$ cat src/rtl/edit_step_controller_pkg.sv
// Shared board/speed definitions used by the edit/step controller and its
// neighbours in the UI -> controller -> life-engine chain.
//   LOG_BOARD_SIZE : bits per cursor coordinate
//   BOARD_SIZE     : cells per board row/column
//   LOG_MAX_SPEED  : width of the step-rate setting
//   cell_addr_t    : board-memory cell address, packed as {y, x}
package edit_step_controller_pkg;

  localparam int LOG_BOARD_SIZE = 6;
  localparam int BOARD_SIZE     = 1 << LOG_BOARD_SIZE;
  localparam int LOG_MAX_SPEED  = 4;

  typedef logic [2*LOG_BOARD_SIZE-1:0] cell_addr_t;

  function automatic cell_addr_t make_cell_addr(input logic [LOG_BOARD_SIZE-1:0] y,
                                                input logic [LOG_BOARD_SIZE-1:0] x);
    return {y, x};
  endfunction

endpackage

$ cat src/rtl/edit_step_controller_rate_accumulator.sv
// Phase accumulator: adds speed_in to an ACC_WIDTH-bit accumulator every
// cycle and reports the overflow as a one-cycle carry pulse. Output rate is
// speed_in * f_clk / 2**ACC_WIDTH; speed_in = 0 holds the phase.
// Ports:
//   clk_in    : clock
//   rst_in    : synchronous active-high reset, clears the phase
//   speed_in  : increment per cycle
//   carry_out : high in the cycle whose addition overflows the accumulator
module edit_step_controller_rate_accumulator #(
  parameter int ACC_WIDTH   = 24,
  parameter int SPEED_WIDTH = 4
) (
  input  logic                   clk_in,
  input  logic                   rst_in,
  input  logic [SPEED_WIDTH-1:0] speed_in,
  output logic                   carry_out
);

  logic [ACC_WIDTH-1:0] acc;
  logic [ACC_WIDTH:0]   sum;

  always_comb sum = {1'b0, acc} + (ACC_WIDTH+1)'(speed_in);

  always_ff @(posedge clk_in) begin
    if (rst_in) acc <= '0;
    else        acc <= sum[ACC_WIDTH-1:0];
  end

  assign carry_out = sum[ACC_WIDTH];

endmodule

$ cat src/rtl/edit_step_controller.sv
// Edit/step controller. Turns the UI speed setting into generation-step
// requests for the life engine (start/done handshake) and click presses into
// read-modify-write toggles of the cursor cell in board memory. Owns board
// memory whenever the engine is idle.
// Build option: define SINGLE_STEP_EN to let single_step_in request one step
// while paused (speed_in == 0); otherwise single_step_in is ignored.
// Ports:
//   clk_in, rst_in          : clock, synchronous active-high reset
//   click_in                : debounced click level (rising edge = toggle)
//   speed_in                : step-rate setting, 0 = paused
//   cursor_x_in/cursor_y_in : cursor cell
//   single_step_in          : one-step request pulse (SINGLE_STEP_EN only)
//   logic_done_in           : engine finished the current generation
//   step_start_out          : one-cycle pulse starting a generation
//   busy_out                : generation in progress
//   mem_sel_out             : 1 = this block drives board memory
//   mem_addr_out/we/wdata   : board-memory write port, address {y,x}
//   mem_rdata_in            : board-memory read data, READ_LATENCY cycles late
//   edit_done_out           : one-cycle pulse when a toggle write is issued
//
// state     | meaning
// IDLE      | memory owned here; launch pending edit, else pending step
// RD_WAIT   | address held, counting down the memory read latency
// WRITE     | write inverted cell value, single cycle
// STEP_BUSY | engine owns memory until logic_done_in
module edit_step_controller
  import edit_step_controller_pkg::*;
#(
  parameter int ACC_WIDTH    = 24,
  parameter int READ_LATENCY = 2
) (
  input  logic                      clk_in,
  input  logic                      rst_in,
  input  logic                      click_in,
  input  logic [LOG_MAX_SPEED-1:0]  speed_in,
  input  logic [LOG_BOARD_SIZE-1:0] cursor_x_in,
  input  logic [LOG_BOARD_SIZE-1:0] cursor_y_in,
  input  logic                      single_step_in,
  input  logic                      logic_done_in,
  output logic                      step_start_out,
  output logic                      busy_out,
  output logic                      mem_sel_out,
  output cell_addr_t                mem_addr_out,
  output logic                      mem_we_out,
  output logic                      mem_wdata_out,
  input  logic                      mem_rdata_in,
  output logic                      edit_done_out
);

  typedef enum logic [1:0] {IDLE, RD_WAIT, WRITE, STEP_BUSY} state_t;

  state_t     state, state_n;
  logic [1:0] wait_cnt, wait_cnt_n;
  logic       mem_sel, mem_sel_n;
  logic       click_q, click_rise;
  logic       edit_pending, edit_clr;
  cell_addr_t edit_addr;
  logic       step_pending, step_clr, step_req;
  logic       carry;

  edit_step_controller_rate_accumulator #(
    .ACC_WIDTH  (ACC_WIDTH),
    .SPEED_WIDTH(LOG_MAX_SPEED)
  ) u_rate_acc (
    .clk_in   (clk_in),
    .rst_in   (rst_in),
    .speed_in (speed_in),
    .carry_out(carry)
  );

  assign click_rise = click_in & ~click_q;

`ifdef SINGLE_STEP_EN
  assign step_req = carry | (single_step_in & (speed_in == '0));
`else
  logic unused_single_step;
  assign unused_single_step = single_step_in;
  assign step_req = carry;
`endif

  always_comb begin
    state_n        = state;
    wait_cnt_n     = wait_cnt;
    mem_sel_n      = mem_sel;
    edit_clr       = 1'b0;
    step_clr       = 1'b0;
    step_start_out = 1'b0;
    busy_out       = 1'b0;
    mem_addr_out   = '0;
    mem_we_out     = 1'b0;
    mem_wdata_out  = 1'b0;
    edit_done_out  = 1'b0;
    case (state)
      IDLE: begin
        if (edit_pending) begin
          mem_addr_out = edit_addr;
          wait_cnt_n   = 2'(READ_LATENCY - 1);
          state_n      = RD_WAIT;
        end else if (step_pending) begin
          step_start_out = 1'b1;
          step_clr       = 1'b1;
          mem_sel_n      = 1'b0;
          state_n        = STEP_BUSY;
        end
      end
      RD_WAIT: begin
        mem_addr_out = edit_addr;
        if (wait_cnt == 2'd0) state_n = WRITE;
        else                  wait_cnt_n = wait_cnt - 2'd1;
      end
      WRITE: begin
        mem_addr_out  = edit_addr;
        mem_we_out    = 1'b1;
        mem_wdata_out = ~mem_rdata_in;
        edit_done_out = 1'b1;
        edit_clr      = 1'b1;
        state_n       = IDLE;
      end
      STEP_BUSY: begin
        busy_out = 1'b1;
        if (logic_done_in) begin
          mem_sel_n = 1'b1;
          state_n   = IDLE;
        end
      end
      default: state_n = IDLE;
    endcase
  end

  always_ff @(posedge clk_in) begin
    if (rst_in) begin
      state        <= IDLE;
      wait_cnt     <= '0;
      mem_sel      <= 1'b1;
      click_q      <= 1'b0;
      edit_pending <= 1'b0;
      edit_addr    <= '0;
      step_pending <= 1'b0;
    end else begin
      state    <= state_n;
      wait_cnt <= wait_cnt_n;
      mem_sel  <= mem_sel_n;
      click_q  <= click_in;
      // A fresh edge in the WRITE cycle replaces the edit being retired.
      if (click_rise && (!edit_pending || edit_clr)) begin
        edit_pending <= 1'b1;
        edit_addr    <= make_cell_addr(cursor_y_in, cursor_x_in);
      end else if (edit_clr) begin
        edit_pending <= 1'b0;
      end
      // A request landing on the launch cycle stays queued for the next step.
      if (step_req)      step_pending <= 1'b1;
      else if (step_clr) step_pending <= 1'b0;
    end
  end

  assign mem_sel_out = mem_sel;

endmodule

$ cat config.mk
export PLATFORM = sky130hd
export DESIGN_NAME = edit_step_controller
export DESIGN_NICKNAME = d
export VERILOG_FILES = /design/src/rtl/edit_step_controller_pkg.sv /design/src/rtl/edit_step_controller_rate_accumulator.sv /design/src/rtl/edit_step_controller.sv
export SDC_FILE = /design/constraint.sdc
export NUM_CORES = 1
export LEC_CHECK = 0
export CORE_UTILIZATION = 25
export DETAILED_ROUTE_END_ITERATION = 12
export GPL_ROUTABILITY_DRIVEN = 0
export GPL_TIMING_DRIVEN = 1
export PLACE_DENSITY = 0.56
export SYNTH_ARGS = -nofsm -noshare
export SYNTH_HDL_FRONTEND = slang
export SYNTH_SLANG_ARGS = --single-unit
$ cat constraint.sdc
create_clock -name clk_in -period 5.9 [get_ports clk_in]
set_clock_uncertainty 0.1 [all_clocks]
set_input_delay 1.18 -clock clk_in [delete_from_list [all_inputs] [get_ports clk_in]]
set_output_delay 1.18 -clock clk_in [all_outputs]
set_load 0.1 [all_outputs]
==> reports/results.txt <==
FP Rows - 33
Overall power - 811.3 µW
Post-CTS Setup Bufs - 0
Iteration-0 DRC Markers - 55
Critical path required time - 4620 ps
Hold Violations, Final - 0
R2R setup slack - 3530 ps
CTS sink cnt - 44
R2R cell count - 6
H-tree lvl count - 2
Pleak - 0.001011 µW
Vias/cell - 4.728
Syn Area/Cell - 9.019 µm²
Clock root buffer - clkbuf_8
Max Transition Viols Final - 0
Vias in the first global route - 1726
Worst R2R End - u_rate_acc.acc[18]
Number of enable flip-flop cells after synthesis - 0
Cts bufs inserted - 5
Port Buffers - 38
Worst Path Arrival - 2940 ps
Hold buffers post-CTS - 0
Final worst path period need - 4217 ps
Core box area - 8382 µm²
Non-filler cells, final - 386
Clk pin slew, worst setup/hold paths - 80 ps
Crit path capture - mem_addr_out[0]
Hold WS - 381.5 ps
Antenna violations before repair - 0
Largest net degree at the start of global routing - 51
Worst-Margin Slew - 980.0 ps
Hold/Removal Path Class - reg -> reg
DRC errors left - 0
Crit path launch - state[0]
Detail Placement HPWL - 3.059 mm
Synth Cell Area - 2210 µm²
Layout cells sized above 1 - 8.541%
Ys async rst share - 0%
Crit path kind - reg -> out
Layout net count - 312
Slew HR - 34.46%
Setup TNS - 0 ps
Die height - 96.02 µm
Yosys cell types - 44
Max-cap violation count - 0
GRT Util Overall - 10.58%
Net Count, Synth - 277
Layout area overhead - 25.54%
# IOs - 40
RSZ-0062 raised after global routing - no
Peak VDD IR - 0.1164 mV
Diodes inserted - 0
Status - complete, no violations
Drt pass-1 iters - 5
Starting Density - 26.36%
Max frequency - 237.1 MHz
Ys flop type - dfxtp_1
WL/cell - 11.67 µm
Total number of vias - 1825
Power Density - 292.5 nW/µm²
Detail Route Antenna Nets - 0
Crit-path max FO - 12
Skew-Pair Late Insertion Delay - 290 ps
Post-cts resize count - 0
GRT overflow - 0
CTS tree - yes
Placed instance area - 2666 µm²
YS warnings - 0
Mapped Cells - 245
Longest Clk Path Bufs - 2
Synthesized flop and latch total - 44
Cell count after placement - 378
Tcrit/Tclk final - 71.48%
Reg-to-reg critical path startpoint - u_rate_acc.acc[0]
Post-synthesis sequential area ratio - 39.86%
Final setup violation count - 0
Die W - 96.02 µm
First-pass GRT wire length - 7.624 mm
Die ar. - 9219 µm²
Crit path launch type - flip-flop
Finished layout cell area - 2774 µm²
Routed WL - 4.505 mm
Crit path capture type - primary output
==> synth_stat cells (4+ instances only) <==
cell / count / area [µm²]
or3_1: 5 / 31.28
nor2b_1: 13 / 81.33
o21ai_0: 9 / 45.04
mux2i_1: 12 / 120.1
mux2_2: 6 / 67.56
nor4_1: 4 / 25.02
or4_1: 9 / 67.56
nand3_1: 5 / 25.02
and2_1: 12 / 75.07
nand2_1: 7 / 26.28
o31ai_1: 8 / 60.06
buf_2: 4 / 20.02
nand4_1: 5 / 31.28
ha_1: 9 / 112.6
inv_1: 10 / 37.54
a21oi_1: 22 / 110.1
nor2_1: 23 / 86.33
dfxtp_1: 44 / 880.8
==> cells in the final DEF, fill, tap and decap left out, types with 3 or more instances in the layout <==
| master | synthesis | final |
|---|---|---|
| inv_1 | 10 | 10 |
| nand2_1 | 7 | 7 |
| or4_1 | 9 | 9 |
| dfxtp_1 | 44 | 44 |
| clkbuf_8 | 0 | 5 |
| a21oi_1 | 22 | 22 |
| ha_1 | 9 | 9 |
| nand4_1 | 5 | 5 |
| clkdlybuf4s50_1 | 0 | 37 |
| o31ai_1 | 8 | 8 |
| nor2_1 | 23 | 23 |
| nand3_1 | 5 | 5 |
| mux2i_1 | 12 | 12 |
| or3_1 | 5 | 5 |
| mux2_2 | 6 | 6 |
| and2_1 | 12 | 12 |
| nor2b_1 | 13 | 13 |
| o21ai_0 | 9 | 9 |
| nor4_1 | 4 | 4 |
| nand2b_1 | 3 | 3 |
==> layout make-up <==
| class | count | area, µm² |
|---|---|---|
| clock buffer | 6 | 72.57 |
| clock inverter | 2 | 35.03 |
| fill | 891 | 5608 |
| inverter | 10 | 37.54 |
| multi-input combinational | 180 | 1234 |
| sequential | 44 | 880.8 |
| tap | 105 | 131.4 |
| timing repair buffer | 39 | 382.9 |
==> cell families (layout without fill, tap and decap cells) <==
logic type | count (synthesis) | count (layout) | synth area share [%]
simple gates | 97 | 97 | 25.82
xor+xnor | 2 | 2 | 0.7929
mux | 18 | 18 | 8.494
buf+inv | 21 | 57 | 4.304
flops | 44 | 44 | 39.86
fa+ha+maj | 10 | 10 | 6.002
compound gates | 53 | 53 | 14.72
==> state kept, by name, indices dropped and copies added, names as in the netlist <==
signal          cells
u_rate_acc.acc     24
state               2
edit_addr          12
step_pending        1
click_q             1
wait_cnt            2
edit_pending        1
mem_sel_out         1
==> power by group <==
group          internal (µW)  switching (µW)  leakage, µW
Clock                    126             102    0.0000552
Sequential               317            13.3     0.000359
Combinational           80.4             173     0.000597
==> stage by stage <==
| step | setup WS, ps | util, % |
|---|---|---|
| floorplan | 1948 | - |
| global placement | 1799 | 31.81 |
| detailed placement | 1787 | 31.81 |
| CTS | 1623 | 33.09 |
| global route | 1467 | 33.09 |
| finish | 1683 | 33.09 |
==> worst min-delay path by stage <==
stage | end | from | slack [ps] | cells after the start
2_1_floorplan | u_rate_acc.acc[15] | u_rate_acc.acc[15] | 350 | 2
3_3_place_gp | u_rate_acc.acc[15] | u_rate_acc.acc[15] | 360 | 2
3_5_place_dp | edit_addr[6] | edit_addr[6] | 370 | 2
4_1_cts | u_rate_acc.acc[15] | u_rate_acc.acc[15] | 390 | 2
5_1_grt | u_rate_acc.acc[15] | u_rate_acc.acc[15] | 400 | 2
6_report | u_rate_acc.acc[15] | u_rate_acc.acc[15] | 380 | 2
==> layer usage <==
layer	vias to the layer above	global-route usage (%)	routed length [µm]
li1	946	-	-
met1	835	12.86	2215
met2	36	17.91	1997
met3	8	2.765	232
met4	0	3.731	59
met5	-	0	0
==> worst max-delay path, stage by stage, from the launching register on <==
cell and delay, ps:
dfxtp_1 340, inv_1 100, ha_1 270, a21oi_1 90
nor2_1 490, and2_1 210, clkdlybuf4s50_1 1140
No activity file was read; power rests on OpenSTA's default activity.
